`src/rtl/ram_arbiter.sv`:
```
// ram_arbiter: shares one external 8-bit RAM between COUNT requesters with
// round-robin arbitration and periodic refresh bursts.
// Ports: CLK/RESET (sync, active high); per-requester REQ/WE/ADDR/DIN in,
//   ACK/GRANT out, shared DOUT; MEM_* drive the RAM, MEM_DOUT is its read data.
module ram_arbiter #(
  parameter int COUNT            = 5,
  parameter int ADDR_WIDTH       = 21,
  parameter int ACCESS_CYCLES    = 2,
  parameter int REFRESH_INTERVAL = 1024,
  parameter int REFRESH_CYCLES   = 4
) (
  input  logic                        CLK,
  input  logic                        RESET,
  input  logic [COUNT-1:0]            REQ,
  input  logic [COUNT-1:0]            WE,
  input  logic [COUNT*ADDR_WIDTH-1:0] ADDR,
  input  logic [COUNT*8-1:0]          DIN,
  output logic [COUNT-1:0]            ACK,
  output logic [7:0]                  DOUT,
  output logic [COUNT-1:0]            GRANT,
  output logic [ADDR_WIDTH-1:0]       MEM_ADDR,
  output logic [7:0]                  MEM_DIN,
  output logic                        MEM_OE_n,
  output logic                        MEM_WE_n,
  output logic                        MEM_RFSH_n,
  input  logic [7:0]                  MEM_DOUT
);

  localparam int IW = (COUNT > 1) ? $clog2(COUNT) : 1;

  typedef enum logic [1:0] {IDLE, ACCESS, REFRESH, DONE} state_t;

  state_t                state, state_nxt;
  logic [3:0]            phase_cnt;    // cycles already spent in ACCESS/REFRESH
  logic                  phase_last;
  logic [15:0]           rfsh_cnt;
  logic                  rfsh_wrap;
  logic                  rfsh_pending;
  logic [IW-1:0]         last_grant;
  logic [IW-1:0]         winner;
  logic                  winner_vld;
  logic                  wr;           // direction of the access in flight
  logic [ADDR_WIDTH-1:0] sel_addr;
  logic [7:0]            sel_din;
  logic                  sel_we;
  logic [COUNT-1:0]      sel_grant;
  logic                  start_access;
  logic                  end_access;

  assign rfsh_wrap    = (rfsh_cnt == 16'(REFRESH_INTERVAL - 1));
  assign phase_last   = (state == ACCESS) ? (phase_cnt == 4'(ACCESS_CYCLES - 1))
                                          : (phase_cnt == 4'(REFRESH_CYCLES - 1));
  assign start_access = (state == IDLE) && (state_nxt == ACCESS);
  assign end_access   = (state == ACCESS) && (state_nxt == DONE);

  // Round-robin: first requester above last_grant, otherwise wrap to the
  // lowest-numbered active requester.
  always_comb begin
    winner     = '0;
    winner_vld = 1'b0;
    for (int i = 0; i < COUNT; i++) begin
      if (!winner_vld && REQ[i] && (IW'(i) > last_grant)) begin
        winner     = IW'(i);
        winner_vld = 1'b1;
      end
    end
    for (int i = 0; i < COUNT; i++) begin
      if (!winner_vld && REQ[i]) begin
        winner     = IW'(i);
        winner_vld = 1'b1;
      end
    end
  end

  // Winner's slices, latched only on the grant edge.
  always_comb begin
    sel_addr  = '0;
    sel_din   = '0;
    sel_we    = 1'b0;
    sel_grant = '0;
    for (int i = 0; i < COUNT; i++) begin
      if (winner == IW'(i)) begin
        sel_addr     = ADDR[i*ADDR_WIDTH +: ADDR_WIDTH];
        sel_din      = DIN[i*8 +: 8];
        sel_we       = WE[i];
        sel_grant[i] = 1'b1;
      end
    end
  end

  // Next-state logic; refresh takes priority over requests in IDLE.
  always_comb begin
    state_nxt = state;
    unique case (state)
      IDLE: begin
        if (rfsh_pending)  state_nxt = REFRESH;
        else if (|REQ)     state_nxt = ACCESS;
      end
      ACCESS:  if (phase_last) state_nxt = DONE;
      REFRESH: if (phase_last) state_nxt = IDLE;
      DONE:    state_nxt = IDLE;
      default: state_nxt = IDLE;
    endcase
  end

  always_ff @(posedge CLK) begin
    if (RESET) begin
      state        <= IDLE;
      phase_cnt    <= '0;
      rfsh_cnt     <= '0;
      rfsh_pending <= 1'b0;
      last_grant   <= IW'(COUNT - 1);
      wr           <= 1'b0;
      ACK          <= '0;
      GRANT        <= '0;
      DOUT         <= '0;
      MEM_ADDR     <= '0;
      MEM_DIN      <= '0;
      MEM_OE_n     <= 1'b1;
      MEM_WE_n     <= 1'b1;
      MEM_RFSH_n   <= 1'b1;
    end else begin
      state     <= state_nxt;
      phase_cnt <= (state_nxt != state) ? 4'd0 : phase_cnt + 4'd1;

      // Free-running refresh timer; a new wrap wins over consumption so a
      // request is never lost, and a repeated wrap just keeps it set.
      rfsh_cnt <= rfsh_wrap ? 16'd0 : rfsh_cnt + 16'd1;
      if (rfsh_wrap)
        rfsh_pending <= 1'b1;
      else if (state == IDLE && rfsh_pending)
        rfsh_pending <= 1'b0;

      if (start_access) begin
        last_grant <= winner;
        GRANT      <= sel_grant;
        MEM_ADDR   <= sel_addr;
        MEM_DIN    <= sel_din;
        wr         <= sel_we;
        MEM_OE_n   <= sel_we;
        MEM_WE_n   <= !sel_we;
      end else if (state_nxt != ACCESS) begin
        MEM_OE_n <= 1'b1;
        MEM_WE_n <= 1'b1;
        if (state_nxt == IDLE) GRANT <= '0;
      end

      MEM_RFSH_n <= (state_nxt != REFRESH);
      ACK        <= end_access ? GRANT : '0;
      if (end_access && !wr) DOUT <= MEM_DOUT;
    end
  end

endmodule

```
`config.mk`:
```
export PLATFORM = sky130hd
export DESIGN_NAME = ram_arbiter
export DESIGN_NICKNAME = d
export VERILOG_FILES = /design/src/rtl/ram_arbiter.sv
export SDC_FILE = /design/constraint.sdc
export NUM_CORES = 1
export LEC_CHECK = 0
export ABC_AREA = 1
export ABC_CLOCK_PERIOD_IN_PS = 5100
export BUFFER_PORTS_ARGS = -buffer_cell sky130_fd_sc_hd__buf_2
export CAP_MARGIN = 25
export CORE_MARGIN = 4
export CORE_UTILIZATION = 45
export DETAILED_ROUTE_END_ITERATION = 16
export PLACE_DENSITY = 0.78
export SETUP_SLACK_MARGIN = 0.15
export SLEW_MARGIN = 20
export SYNTH_ARGS = -nofsm -noshare
export SYNTH_HDL_FRONTEND = slang
export SYNTH_SLANG_ARGS = --single-unit
export TNS_END_PERCENT = 10
```
`constraint.sdc`:
```
create_clock -name CLK -period 5.1 [get_ports CLK]
set_input_delay 1.02 -clock CLK [delete_from_list [all_inputs] [get_ports CLK]]
set_output_delay 1.02 -clock CLK [all_outputs]
set_load 0.03 [all_outputs]
```
==> flow_summary.ini, run 1 <==
[floorplan]
num_rows = 36
core_mm2 = 0.00977
dieArea_mm2 = 0.0117
start_util_pct = 46.2
dieWidth_um = 108
dieHeight_um = 108
io_pins = 215

[timing]
drv_slew = 0
skew_ns = 0.0101
setup_viol = 0
relSlewSlack_pct = 44.2
period_needed_ns = 3.06
rsz0062_at_grt = false
max_freq_ghz = 0.326
hold_viol = 0
period_share_pct = 60.1
setup_tns_ns = 0
max_slew.worst_pin.slew_ns = 0.835

[synth]
netlist_instances = 754
ys_seq_area_share_pct = 34.1
synth_edf_count = 0
yosysTopAreaCellShare_pct = 34.1
yosysUniqueCellTypes = 32
syn-num-nets = 921
synth_area_leaders = dfxtp_1, nand2_1, inv_1
ys_seq_elements = 77
ys_dominant_reg_cell = dfxtp_1
async_flop_share_pct = 0
yosys.area.top_type = dfxtp_1
ys_warn_count = 0
syn-cell-area_mm2 = 0.00452
avgSynthCellArea_um2 = 6.00

[worst_setup_path]
crit_path_top_delay_cell = nor2_4
critPathMaxFanout = 35
startpoint_type = input pin
cp_common_cell = nand2_1
arrival_ns = 3.34
crit_type = input pin to flip-flop
crit_chain = buf_2 -> nand2_1 -> nor2_2 -> nor2_4 -> nand3_2 -> nand2_2 -> nor2_4 -> nand2_1 -> inv_2 -> nand2_1 -> nand2_1 -> inv_1 -> nand3_1 -> nand2_1 -> a21oi_1
critPathRequiredTime_ns = 5.38
cp-end-kind = flip-flop
cpPeakStageDelay_ns = 0.66

[global_route]
grtUsageTotal_pct = 24.0
grt_pass1_vias = 4817
grt_max_degree = 60
grt_overflow_total = 0
grt_pass1_wl_um = 22400
antenna_found_initial = 1

[routing]
remaining_drc_errors = 0
drt_iter0_drc = 412
drtAntennaViolNets = 0
vias_per_cell = 4.80
vias = 5223
routed_wl_um = 14500
wire_per_inst_um = 13.3
dr.pass1.iters = 4

[worst_hold_path]
hold_class = flip-flop to flip-flop

[clocking]
clock_latency_ns = 0.35
postCtsHoldBufs = 0
cts-resized-gates = 0
htreeDepth = 3
cts_tree = yes
cts_buffers = 9
clock-sinks = 77
cts_root_buf = clkbuf_8
path_clk_slew_ns = 0.09
clk_path_buf_depth = 2
cts_setup_buffers = 0

[placement]
dp_hpwl_um = 10800
gp_congestion = 0.897
numPortBuffers = 214
placed_cells = 1069

[final_layout]
drive_gt1_share_pct = 27.8
area_growth_pct = 29.0
final_cell_mix = nand2_1, buf_2, inv_1
final_common_cell = nand2_1
filler_cell_count = 1002
fin_cells = 1087
layout.nets = 1115

[pwr]
leakage_uw = 0.00324
irDropWorstVdd_v = 0.000185
power_density_mw_per_mm2 = 310

[status]
outcome = completed

[run]
drv_cap = 0
==> critical path: cells and delay by family <==
kind                   cells  cell delay, ns
buffers and inverters      3            0.64
AOI/OAI and AO/OA          1            0.11
and+or+nand+nor           11            1.57
==> final timing paths <==
check                                                start  slack [ns]  cells after the start                       end
worst max register to register  last_grant[1]$_SDFFE_PP0P_        2.33                     15  MEM_ADDR[8]$_SDFFE_PP0P_
worst min register to register       GRANT[1]$_SDFFE_PP0P_        0.45                      2         ACK[1]$_SDFF_PP0_
worst max-delay path                                REQ[1]        2.04                     15  MEM_ADDR[8]$_SDFFE_PP0P_
worst min-delay path                 GRANT[1]$_SDFFE_PP0P_        0.45                      2         ACK[1]$_SDFF_PP0_
==> power breakdown <==
part / leakage [µW] / internal [µW] / switching [µW]
Combinational: 0.00252 / 229 / 447
Clock: 0.0000907 / 189 / 253
Sequential: 0.000629 / 656 / 31.5
==> logic make-up after synthesis <==
group | count (synthesis) | share of synthesized area (%)
compound gates | 92 | 10.6
xor+xnor | 7 | 1.36
fa+ha+maj | 2 | 0.553
buf+inv | 164 | 14.7
flops | 77 | 34.1
simple gates | 412 | 38.7
==> per-layer routing <==
metal  vias to the layer above  global-route usage (%)  share of wire, %
met5                         -                       0                 0
met3                        31                    6.09               8.2
met4                         0                    8.39               2.5
met2                       178                    43.3                49
met1                      2303                    27.4                40
li1                       2711                       -                 -
==> layout make-up <==
cell class,count,area [µm²],share of cell area (%)
antenna,1,2.50,0.0429
clock buffer,9,124,2.12
clock inverter,7,63.8,1.09
inverter,129,484,8.31
multi-input combinational,513,2320,39.8
sequential,77,1540,26.4
tap,133,166,2.85
timing repair buffer,218,1130,19.4
==> Yosys cell counts (5+ instances only) <==
cell,instances
nand2_1,257
inv_1,116
dfxtp_1,77
nand3_1,72
nor2_1,50
a21oi_1,44
o21ai_0,41
clkbuf_1,15
buf_2,13
inv_2,13
nand4_1,6
nor3b_1,5
==> stage by stage <==
step	hold slack (ns)	setup WS [ns]	total power, µW	area [µm²]	util (%)
after floorplan	0.418	2.71	1180	4520	-
after global placement	0.431	1.75	1360	5590	57.2
after detailed placement	0.437	1.71	1370	5620	57.5
after CTS	0.451	2.08	1820	5810	59.4
after global routing	0.465	1.79	1940	5830	59.6
final	0.447	2.04	1810	5830	59.6
==> sequential cells by signal, summed over array words and instances (netlist names) <==
name / flops
ACK: 5
MEM_RFSH_n: 1
rfsh_cnt: 16
MEM_DIN: 8
MEM_WE_n: 1
wr: 1
MEM_ADDR: 21
rfsh_pending: 1
state: 2
MEM_OE_n: 1
last_grant: 3
GRANT: 5
phase_cnt: 4
DOUT: 8
No activity file was read; power rests on OpenSTA's default activity.
==> run 2, diff against run 1 <==
--- a/config.mk
+++ b/config.mk
@@ -6,7 +6,7 @@
 export NUM_CORES = 1
 export LEC_CHECK = 0
 export ABC_AREA = 1
-export ABC_CLOCK_PERIOD_IN_PS = 5100
+export ABC_CLOCK_PERIOD_IN_PS = 3100
 export BUFFER_PORTS_ARGS = -buffer_cell sky130_fd_sc_hd__buf_2
 export CAP_MARGIN = 25
 export CORE_MARGIN = 4
==> constraint.sdc (replaced) <==
create_clock -name CLK -period 3.1 [get_ports CLK]
set_input_delay 0.62 -clock CLK [delete_from_list [all_inputs] [get_ports CLK]]
set_output_delay 0.62 -clock CLK [all_outputs]
set_load 0.03 [all_outputs]
==> run 2 against run 1 <==
Effect of this change: worst setup slack lost 1.2 ns; combinational power grew 69%; wire length shrank 3.2%; die area is the same; cell count grew 0.46%; flip-flop and latch count is the same; sequential power grew 64%; critical path type is now flip-flop to flip-flop; utilization grew 0.87 points; largest power group is now combinational cells; global-route usage shrank 0.56 points.
==> flow_summary.ini, run 2 (synthesis gave the netlist of run 1 again) <==
[final_layout]
filler_cell_count = 964
final_cell_mix = nand2_1, buf_2, inv_1
fin_util_pct = 60.5
fin_area_mm2 = 0.00591
top_regs = MEM_ADDR x21, rfsh_cnt x16
regMostFlops = MEM_ADDR
layout.nets = 1121
fin_cells = 1092
area_growth_pct = 30.8
drive_gt1_share_pct = 28.3
largest_reg_flops = 21
final_common_cell = nand2_1
antenna_cells = 0

[routing]
vias_per_cell = 4.73
remaining_drc_errors = 0
vias = 5162
dr_wl_met3_um = 1150
wl_met1_um = 5790
dr.pass1.iters = 8
drt_iter0_drc = 325
wire_per_inst_um = 12.9
drtAntennaViolNets = 0
wl_met2_um = 6890
routed_wl_um = 14000
top_layer = met4

[floorplan]
io_pins = 215
core_mm2 = 0.00977
start_util_pct = 46.2
dieArea_mm2 = 0.0117
num_rows = 36
dieWidth_um = 108
dieHeight_um = 108

[placement]
dpl-instance-area_mm2 = 0.00567
gp_congestion = 0.852
preCtsSetupSlack_ns = 0.540
placed_cells = 1075
dp_hpwl_um = 10500
numPortBuffers = 214

[timing]
setup_ws_ns = 0.862
rsz0062_at_grt = false
drv_slew = 0
period_needed_ns = 2.24
max_freq_ghz = 0.447
relSlewSlack_pct = 61.7
skew_ns = 0.0129
period_share_pct = 72.2
setup_viol = 0
setup_tns_ns = 0
max_slew.worst_pin.slew_ns = 0.574
hold_viol = 0

[clocking]
cts_tree = yes
htreeDepth = 3
clk_path_buf_depth = 2
postCtsHoldBufs = 0
cts-resized-gates = 0
cts_root_buf = clkbuf_8
cts_buffers = 9
path_clk_slew_ns = 0.09
clock-sinks = 77
cts_setup_buffers = 0
clock_latency_ns = 0.35

[status]
outcome = completed

[global_route]
grt_pass1_wl_um = 22100
grt_max_degree = 43
grt_overflow_total = 0
grt_pass1_vias = 4849
antenna_found_initial = 0
grtUsageTotal_pct = 23.4

[worst_setup_path]
reg2reg_slack_ns = 0.86
cp.buffers_inverters = 3
cpPeakStageDelay_ns = 0.38
r2r-start = last_grant[1]$_SDFFE_PP0P_
critPathMaxFanout = 17
arrival_ns = 2.52
crit_chain = nand2_1 -> nand3_2 -> nand2_2 -> nor2_4 -> nand4_2 -> nand2_2 -> inv_2 -> nor2_4 -> buf_12 -> nand2_1 -> nand2_1 -> inv_1 -> nand3_1 -> nand2_1 -> a21oi_1
cp-end-kind = flip-flop
crit_path_top_delay_cell = dfxtp_1
cp_common_cell = nand2_1
r2r_cells = 15
crit_type = flip-flop to flip-flop
startpoint_type = flip-flop
critPathTopFamily = simple AND/OR/NAND/NOR gates
r2r_end = MEM_ADDR[8]$_SDFFE_PP0P_
critPathRequiredTime_ns = 3.38

[pwr]
power_density_mw_per_mm2 = 520
leakage_uw = 0.00329
irDropWorstVdd_v = 0.000328

[worst_hold_path]
hold_class = flip-flop to flip-flop
hold_path.startpoint = GRANT[1]$_SDFFE_PP0P_
whs_path_depth = 2
worstHoldEndpoint = ACK[1]$_SDFF_PP0_

[run]
drv_cap = 0
## run 2: cell count changes in the layout (fill, tap and decap cells not counted)
cell	before	now
buf_4	1	7
buf_8	2	0
inv_6	3	1
buf_12	1	2
buf_16	0	1
bufinv_16	0	1
clkinv_4	0	1
clkinvlp_4	2	1
diode_2	1	0
inv_8	2	3
## run 2: cell type report
| type | instances | area [µm²] | share of cell area [%] |
|---|---|---|---|
| well taps | 133 | 166 | 2.81 |
| multi-input cells | 513 | 2320 | 39.2 |
| clock buffers | 9 | 124 | 2.09 |
| repair buffers | 224 | 1190 | 20.1 |
| flip-flops and latches | 77 | 1540 | 26.1 |
| clock inverters | 7 | 88.8 | 1.50 |
| inverters | 129 | 484 | 8.19 |
## run 2: stage by stage
step,hold slack (ns),power (µW)
2_1_floorplan,0.418,1940
3_3_place_gp,0.430,2270
3_5_place_dp,0.433,2280
4_1_cts,0.451,3100
5_1_grt,0.464,3300
6_report,0.447,3080
## run 2: worst register-to-register path, stage by stage (launching register included)
cell and delay, ns:
dfxtp_1 0.38, nand2_1 0.09, nand3_2 0.09, nand2_2 0.08, nor2_4 0.15, nand4_2 0.16, nand2_2 0.16, inv_2 0.06
nor2_4 0.35, buf_12 0.21, nand2_1 0.07, nand2_1 0.05, inv_1 0.06, nand3_1 0.08, nand2_1 0.06, a21oi_1 0.11
## run 2: per-layer routing
layer	track usage, %	up-vias
met5	0	-
met4	7.30	0
met3	5.67	22
met2	42.5	167
met1	27.1	2253
li1	-	2720
## run 2: worst max path at each step
| stage | from | to | slack, ns | depth (start not counted) |
|---|---|---|---|---|
| after floorplan | REQ[0] | MEM_DIN[7]$_SDFFE_PP0P_ | 1.11 | 12 |
| after global placement | REQ[1] | wr$_SDFFE_PP0P_ | 0.57 | 14 |
| after detailed placement | REQ[1] | wr$_SDFFE_PP0P_ | 0.54 | 14 |
| after CTS | last_grant[1]$_SDFFE_PP0P_ | wr$_SDFFE_PP0P_ | 0.84 | 14 |
| after global routing | last_grant[1]$_SDFFE_PP0P_ | MEM_ADDR[16]$_SDFFE_PP0P_ | 0.60 | 15 |
| final | last_grant[1]$_SDFFE_PP0P_ | MEM_ADDR[8]$_SDFFE_PP0P_ | 0.86 | 15 |
## run 2: power breakdown
| group | switching [µW] | leakage (µW) | internal (µW) |
|---|---|---|---|
| registers | 52.3 | 0.000629 | 1080 |
| logic | 745 | 0.00256 | 393 |
| clock network | 415 | 0.000106 | 393 |
